$ cat src/rtl/isp_frame_sequencer_pkg.sv
// Shared ISP definitions: pixel/mode widths, Bayer color codes, sequencer states.
package isp_frame_sequencer_pkg;

    localparam int unsigned COLOR_DEPTH   = 8;
    localparam int unsigned COLOR_BIT_CNT = 2;
    localparam int unsigned MODE_BIT_CNT  = 2;

    localparam logic [COLOR_BIT_CNT-1:0] VOID  = 2'd0;
    localparam logic [COLOR_BIT_CNT-1:0] RED   = 2'd1;
    localparam logic [COLOR_BIT_CNT-1:0] GREEN = 2'd2;
    localparam logic [COLOR_BIT_CNT-1:0] BLUE  = 2'd3;

    localparam logic [MODE_BIT_CNT-1:0] MODE_IDLE = 2'd0;
    localparam logic [MODE_BIT_CNT-1:0] MODE_P1   = 2'd1;
    localparam logic [MODE_BIT_CNT-1:0] MODE_P2   = 2'd2;

    typedef enum logic [2:0] {
        ST_IDLE, ST_CFG1, ST_PASS1, ST_WAIT1, ST_CFG2, ST_PASS2, ST_WAIT2, ST_DONE
    } seq_state_e;

    // Sideband that travels with each emitted pixel
    typedef struct packed {
        logic                     valid;
        logic [COLOR_BIT_CNT-1:0] color;
        logic                     last_col;
        logic                     last_pic;
    } pix_tag_t;

    localparam pix_tag_t TAG_IDLE = '{valid: 1'b0, color: VOID, last_col: 1'b0, last_pic: 1'b0};

    // RGGB mosaic lookup from row/column parity
    function automatic logic [COLOR_BIT_CNT-1:0] bayer_color(input logic row_odd, input logic col_odd);
        case ({row_odd, col_odd})
            2'b00:   return RED;
            2'b11:   return BLUE;
            default: return GREEN;
        endcase
    endfunction

endpackage

$ cat src/rtl/isp_raster_counter.sv
// Raster read-address counter with Bayer color and end-of-row/frame flags for the current address.
module isp_raster_counter
    import isp_frame_sequencer_pkg::*;
#(
    parameter int unsigned W_LOG2 = 2,
    parameter int unsigned H_LOG2 = 2
) (
    input  logic                     clk,
    input  logic                     rst,
    input  logic                     clear,
    input  logic                     step,
    output logic [W_LOG2+H_LOG2-1:0] addr,
    output logic [COLOR_BIT_CNT-1:0] color_c,
    output logic                     last_col_c,
    output logic                     last_pic_c
);

    localparam int unsigned AW = W_LOG2 + H_LOG2;

    // Power-of-two frame size lets the counter wrap to 0 after W*H-1 on its own
    always_ff @(posedge clk or posedge rst) begin
        if (rst) begin
            addr <= '0;
        end else if (clear) begin
            addr <= '0;
        end else if (step) begin
            addr <= addr + AW'(1);
        end
    end

    always_comb begin
        color_c    = bayer_color(addr[W_LOG2], addr[0]);
        last_col_c = &addr[W_LOG2-1:0];
        last_pic_c = &addr;
    end

endmodule

$ cat src/rtl/isp_frame_sequencer.sv
// Two-pass frame sequencer: configures the pipeline mode, streams the frame twice and waits for completion.
module isp_frame_sequencer
    import isp_frame_sequencer_pkg::*;
#(
    parameter int unsigned W_LOG2  = 2,
    parameter int unsigned H_LOG2  = 2,
    parameter int unsigned TIMEOUT = 4096
) (
    input  logic                     clk,
    input  logic                     rst,
    input  logic                     start,
    input  logic                     ready,
    output logic                     rd_en,
    output logic [W_LOG2+H_LOG2-1:0] rd_addr,
    input  logic [COLOR_DEPTH-1:0]   rd_data,
    output logic [COLOR_DEPTH-1:0]   pixel_out,
    output logic                     valid_out,
    output logic [COLOR_BIT_CNT-1:0] color_out,
    output logic                     last_col_out,
    output logic                     last_pic_out,
    output logic [MODE_BIT_CNT-1:0]  mode_out,
    input  logic                     pipe_finish,
    output logic                     busy,
    output logic                     done,
    output logic                     err
);

    localparam int unsigned TW = (TIMEOUT > 2) ? $clog2(TIMEOUT) : 1;

    seq_state_e               state, state_d;
    logic [TW-1:0]            timer, timer_d;
    logic                     err_d;
    logic                     clear_cnt;
    logic [MODE_BIT_CNT-1:0]  mode_d;
    logic [COLOR_BIT_CNT-1:0] color_c;
    logic                     last_col_c, last_pic_c;
    pix_tag_t                 tag;

    // Reads are issued in the same cycle the pipeline signals ready
    assign rd_en = ((state == ST_PASS1) || (state == ST_PASS2)) && ready;

    isp_raster_counter #(
        .W_LOG2 (W_LOG2),
        .H_LOG2 (H_LOG2)
    ) u_raster (
        .clk        (clk),
        .rst        (rst),
        .clear      (clear_cnt),
        .step       (rd_en),
        .addr       (rd_addr),
        .color_c    (color_c),
        .last_col_c (last_col_c),
        .last_pic_c (last_pic_c)
    );

    always_ff @(posedge clk or posedge rst) begin
        if (rst) begin
            state    <= ST_IDLE;
            timer    <= '0;
            err      <= 1'b0;
            busy     <= 1'b0;
            done     <= 1'b0;
            mode_out <= MODE_IDLE;
            tag      <= TAG_IDLE;
        end else begin
            state    <= state_d;
            timer    <= timer_d;
            err      <= err_d;
            busy     <= (state_d != ST_IDLE);
            done     <= (state_d == ST_DONE);
            mode_out <= mode_d;
            tag      <= rd_en ? '{valid: 1'b1, color: color_c, last_col: last_col_c, last_pic: last_pic_c}
                              : TAG_IDLE;
        end
    end

    // Memory data lands one cycle after rd_en, alongside the registered tag
    assign valid_out    = tag.valid;
    assign pixel_out    = tag.valid ? rd_data : '0;
    assign color_out    = tag.color;
    assign last_col_out = tag.last_col;
    assign last_pic_out = tag.last_pic;

    always_comb begin
        state_d   = state;
        err_d     = err;
        clear_cnt = 1'b0;
        timer_d   = '0;
        mode_d    = MODE_IDLE;

        unique case (state)
            ST_IDLE: begin
                if (start) begin
                    state_d   = ST_CFG1;
                    err_d     = 1'b0;
                    clear_cnt = 1'b1;
                end
            end
            ST_CFG1:  if (timer == TW'(1)) state_d = ST_PASS1;
            ST_PASS1: if (rd_en && last_pic_c) state_d = ST_WAIT1;
            ST_WAIT1: begin
                if (pipe_finish) begin
                    state_d   = ST_CFG2;
                    clear_cnt = 1'b1;
                end else if (timer == TW'(TIMEOUT - 1)) begin
                    state_d = ST_DONE;
                    err_d   = 1'b1;
                end
            end
            ST_CFG2:  if (timer == TW'(1)) state_d = ST_PASS2;
            ST_PASS2: if (rd_en && last_pic_c) state_d = ST_WAIT2;
            ST_WAIT2: begin
                if (pipe_finish) begin
                    state_d = ST_DONE;
                end else if (timer == TW'(TIMEOUT - 1)) begin
                    state_d = ST_DONE;
                    err_d   = 1'b1;
                end
            end
            ST_DONE:  state_d = ST_IDLE;
            default:  state_d = ST_IDLE;
        endcase

        // Timer restarts on every state change and only runs in CFG/WAIT
        if ((state_d == state) &&
            ((state == ST_CFG1) || (state == ST_CFG2) || (state == ST_WAIT1) || (state == ST_WAIT2))) begin
            timer_d = timer + TW'(1);
        end

        case (state_d)
            ST_CFG1, ST_PASS1, ST_WAIT1: mode_d = MODE_P1;
            ST_CFG2, ST_PASS2, ST_WAIT2: mode_d = MODE_P2;
            default:                     mode_d = MODE_IDLE;
        endcase
    end

endmodule
$ cat config.mk
export PLATFORM = sky130hd
export DESIGN_NAME = isp_frame_sequencer
export DESIGN_NICKNAME = d
export VERILOG_FILES = /design/src/rtl/isp_frame_sequencer_pkg.sv /design/src/rtl/isp_raster_counter.sv /design/src/rtl/isp_frame_sequencer.sv
export SDC_FILE = /design/constraint.sdc
export NUM_CORES = 1
export LEC_CHECK = 0
export ABC_CLOCK_PERIOD_IN_PS = 1750
export BUFFER_PORTS_ARGS = -buffer_cell sky130_fd_sc_hd__buf_2
export CORE_MARGIN = 1.5
export CORE_UTILIZATION = 45
export CTS_BUF_LIST = sky130_fd_sc_hd__clkbuf_2
export DETAILED_ROUTE_END_ITERATION = 6
export PLACE_DENSITY = 0.81
export SLEW_MARGIN = 25
export SYNTH_ARGS = -nofsm -noshare
export SYNTH_HDL_FRONTEND = slang
export SYNTH_SLANG_ARGS = --single-unit
$ cat constraint.sdc
create_clock -name clk -period 1.75 [get_ports clk]
set_input_delay 0.0875 -clock clk [delete_from_list [all_inputs] [get_ports clk]]
set_output_delay 0.0875 -clock clk [all_outputs]
set_load 0.05 [all_outputs]
==> results.py <==
metrics = {
    "outcome": {
        "status": "finished with violations",
        "violations": "negative setup slack",
    },
    "worst_setup_path": {
        "slowest_delay_ps": 420,
        "worst-path-buf-inv": 1,
        "arrival_ps": 2120,
        "timing.rr.end": "busy$_DFF_PP0_",
        "r2r-start": "u_raster.addr[1]$_DFFE_PP0P_",
        "worstPathMaxFanout": 3,
        "end_kind": "flop",
        "cp_slowest_cell": "dfrtp_2",
        "path_class": "reg -> reg",
        "cp_top_family": "simple AND/OR/NAND/NOR gates",
        "path_cells": "ha_4 -> and4_4 -> o311ai_4 -> a221oi_2 -> buf_4 -> a21oi_2 -> or3_4",
        "cp.required_ps": 2010,
        "reg2reg_slack_ps": -120,
        "start_kind": "flop",
        "reg2reg_depth": 7,
    },
    "clock_network": {
        "cts-buffers-inserted": 5,
        "cts_tree": "yes",
        "cts_sinks": 29,
        "path_clk_slew_ps": 160,
        "clk_path_buf_depth": 2,
        "htreeDepth": 2,
        "root_buffer": "clkbuf_2",
        "clk_latency_ps": 360,
    },
    "grt": {
        "grt_pass1_vias": 1399,
        "antenna_found_initial": 0,
        "grt_pass1_wl_um": 6270,
        "grt_max_degree": 30,
        "grt_usage": 0.231,
        "gr-total-overflow": 0,
    },
    "routing": {
        "vias_per_cell": 5.17,
        "wirelength_um": 4210,
        "ant_nets": 0,
        "first_iter_violations": 116,
        "dr.pass1.iters": 4,
        "drt-wirelength-per-cell_um": 14.9,
        "post-route-drc-count": 0,
        "vias": 1463,
    },
    "hold_path": {
        "hold_start": "start",
        "hold_path_depth": 3,
        "holdPathEnd": "err$_DFFE_PP0P_",
        "hold_path.class": "in -> reg",
    },
    "timing": {
        "setup_viol": 13,
        "fin_ws_ps": -115,
        "hold_violations": 0,
        "slew_headroom": 0.751,
        "fin_crit_sh": 1.07,
        "drv_slew": 0,
        "rsz0062_at_grt": "yes",
        "fmax_mhz": 536,
        "skew_ps": 22.5,
        "worst_pin_slew_ps": 369,
        "whs_ps": 92.0,
        "min_period_ps": 1870,
    },
    "synth": {
        "yosys.area.top_type": "dfrtp_1",
        "syn-num-nets": 173,
        "async_flop_share": 1.00,
        "netlist_top_cells_area": "dfrtp_1 47%, xor2_1 5.1%, nor2_1 4.8%",
        "syn_area_um2": 1560,
        "synth_top_area_frac": 0.466,
        "synthFlopType": "dfrtp_1",
        "ys_ff_latch": 29,
        "syn_area_per_cell_um2": 9.99,
        "synth_edf_count": 0,
        "synth_cell_type_count": 42,
        "ys_seq_area_frac": 0.466,
        "synthCells": 156,
        "yosysWarnings": 0,
    },
    "cells_and_area": {
        "final_common_cell": "buf_4",
        "final_util": 0.674,
        "drive_gt1_frac": 0.456,
        "fin_cells": 283,
        "area_growth_pct": 44.4,
        "layout.nets": 253,
        "antenna-diode-count": 0,
        "final_cell_mix": "38 x buf_4, 34 x buf_2, 22 x dfrtp_1, 20 x nor2_1, 13 x nand2_1",
    },
    "floorplanning": {
        "rows": 21,
        "die_x_um": 61.8,
        "fp.dieArea_um2": 3820,
        "initial_core_util": 0.467,
        "die_y_um": 61.8,
        "core_um2": 3340,
        "io-pin-count": 36,
    },
    "power_and_ir_drop": {
        "irDropWorstVdd_mv": 0.777,
        "powerDensity_nw_per_um2": 1530,
        "switchingPower_mw": 1.51,
        "p_int_mw": 1.94,
        "p_leak_nw": 1.12,
        "p_clk_frac": 0.139,
        "total_power_mw": 3.44,
        "sw_frac_of_total": 0.437,
        "p_seq_frac": 0.269,
        "combPwrFrac": 0.591,
    },
    "placed_design": {
        "place_inst": 261,
        "hpwl_um": 2580,
        "io_buffers": 35,
        "place.gp.congestion": 0.880,
    },
    "run": {
        "drv_cap": 0,
    },
}
synth_stat cells, types with 2 or more instances:
library cell	number
or3b_1	2
nand3b_1	2
nand2b_1	2
nand2_1	14
nand3_1	7
xor2_1	9
o21ai_0	2
ha_1	4
buf_2	3
nand4_1	5
xnor2_1	5
inv_1	8
dfrtp_1	29
and2_1	8
and3_1	4
a21oi_1	3
nor2_1	20
buf_6	2
and4_1	3
nor4_1	2
kinds of logic after synthesis:
| group | count (synthesis) | share of synthesized area |
|---|---|---|
| AO/OA/AOI/OAI | 18 | 0.101 |
| XOR/XNOR | 14 | 0.0787 |
| adder cells (fa/ha/maj) | 4 | 0.0321 |
| buffers and inverters | 15 | 0.0506 |
| flip-flops | 29 | 0.466 |
| AND/OR/NAND/NOR | 76 | 0.271 |
state kept, by name, indices dropped and copies added, names as in the netlist:
| name | count |
|---|---|
| busy | 1 |
| done | 1 |
| timer | 12 |
| valid_out | 1 |
| mode_out | 2 |
| state | 3 |
| err | 1 |
| last_pic_out | 1 |
| color_out | 2 |
| u_raster.addr | 4 |
| last_col_out | 1 |
power by group through the flow:
stage	Sequential (mW)	Combinational, mW	Clock [mW]
floorplan	1.20	0.875	0
global placement	0.960	1.56	0
detailed placement	0.968	1.59	0
CTS	0.936	1.80	0.494
global route	0.946	2.20	0.528
finish	0.928	2.04	0.480
worst max-delay path by stage:
| stage | startpoint | end | slack (ps) | cells after the start |
|---|---|---|---|---|
| 2_1_floorplan | u_raster.addr[0]$_DFFE_PP0P_ | busy$_DFF_PP0_ | -140 | 6 |
| 3_3_place_gp | state[2]$_DFF_PP0_ | timer[10]$_DFF_PP0_ | -10 | 6 |
| 3_5_place_dp | timer[1]$_DFF_PP0_ | busy$_DFF_PP0_ | -60 | 7 |
| 4_1_cts | u_raster.addr[1]$_DFFE_PP0P_ | busy$_DFF_PP0_ | -30 | 7 |
| 5_1_grt | timer[1]$_DFF_PP0_ | timer[4]$_DFF_PP0_ | -170 | 9 |
| 6_report | u_raster.addr[1]$_DFFE_PP0P_ | busy$_DFF_PP0_ | -120 | 7 |
cell type report:
cell class                      count  area, um^2
Tap cell                           46        57.6
Timing Repair Buffer               79         538
Fill cell                         247        1090
Sequential cell                    29         734
Multi-Input combinational cell    112         820
Inverter                            9        36.3
Clock inverter                      2        33.8
Clock buffer                        6        30.0
routing by layer:
| metal | vias up | global-route usage | part of all wire |
|---|---|---|---|
| met5 | - | 0 | 0 |
| met4 | 0 | 0.0760 | 0.026 |
| met3 | 16 | 0.0766 | 0.056 |
| met2 | 61 | 0.415 | 0.51 |
| met1 | 688 | 0.258 | 0.41 |
| li1 | 698 | - | - |
tightest hold or removal path, cell delays in order:
cell	delay [ps]
buf_2	110
nand2_1	90
o22a_1	140
repair_timing:
| action | in CTS | in global routing |
|---|---|---|
| setup buffers | 7 | 5 |
| resized for setup | 11 | 7 |
| setup endpoints to repair | 14 | 17 |
| hold endpoints to repair | 30 | 0 |
| hold buffers | 2 | 0 |
| pin swaps | 3 | 4 |
through the flow:
stage,cell area [um^2],setup slack [ps],setup TNS [ps]
5_1_grt,2250,-167,-2020
3_5_place_dp,2000,-62.5,-238
3_3_place_gp,2000,-14.9,-117
6_report,2250,-115,-618
2_1_floorplan,1590,-141,-965
4_1_cts,2180,-27.8,-35.6
(Power assumes the default switching activity.)
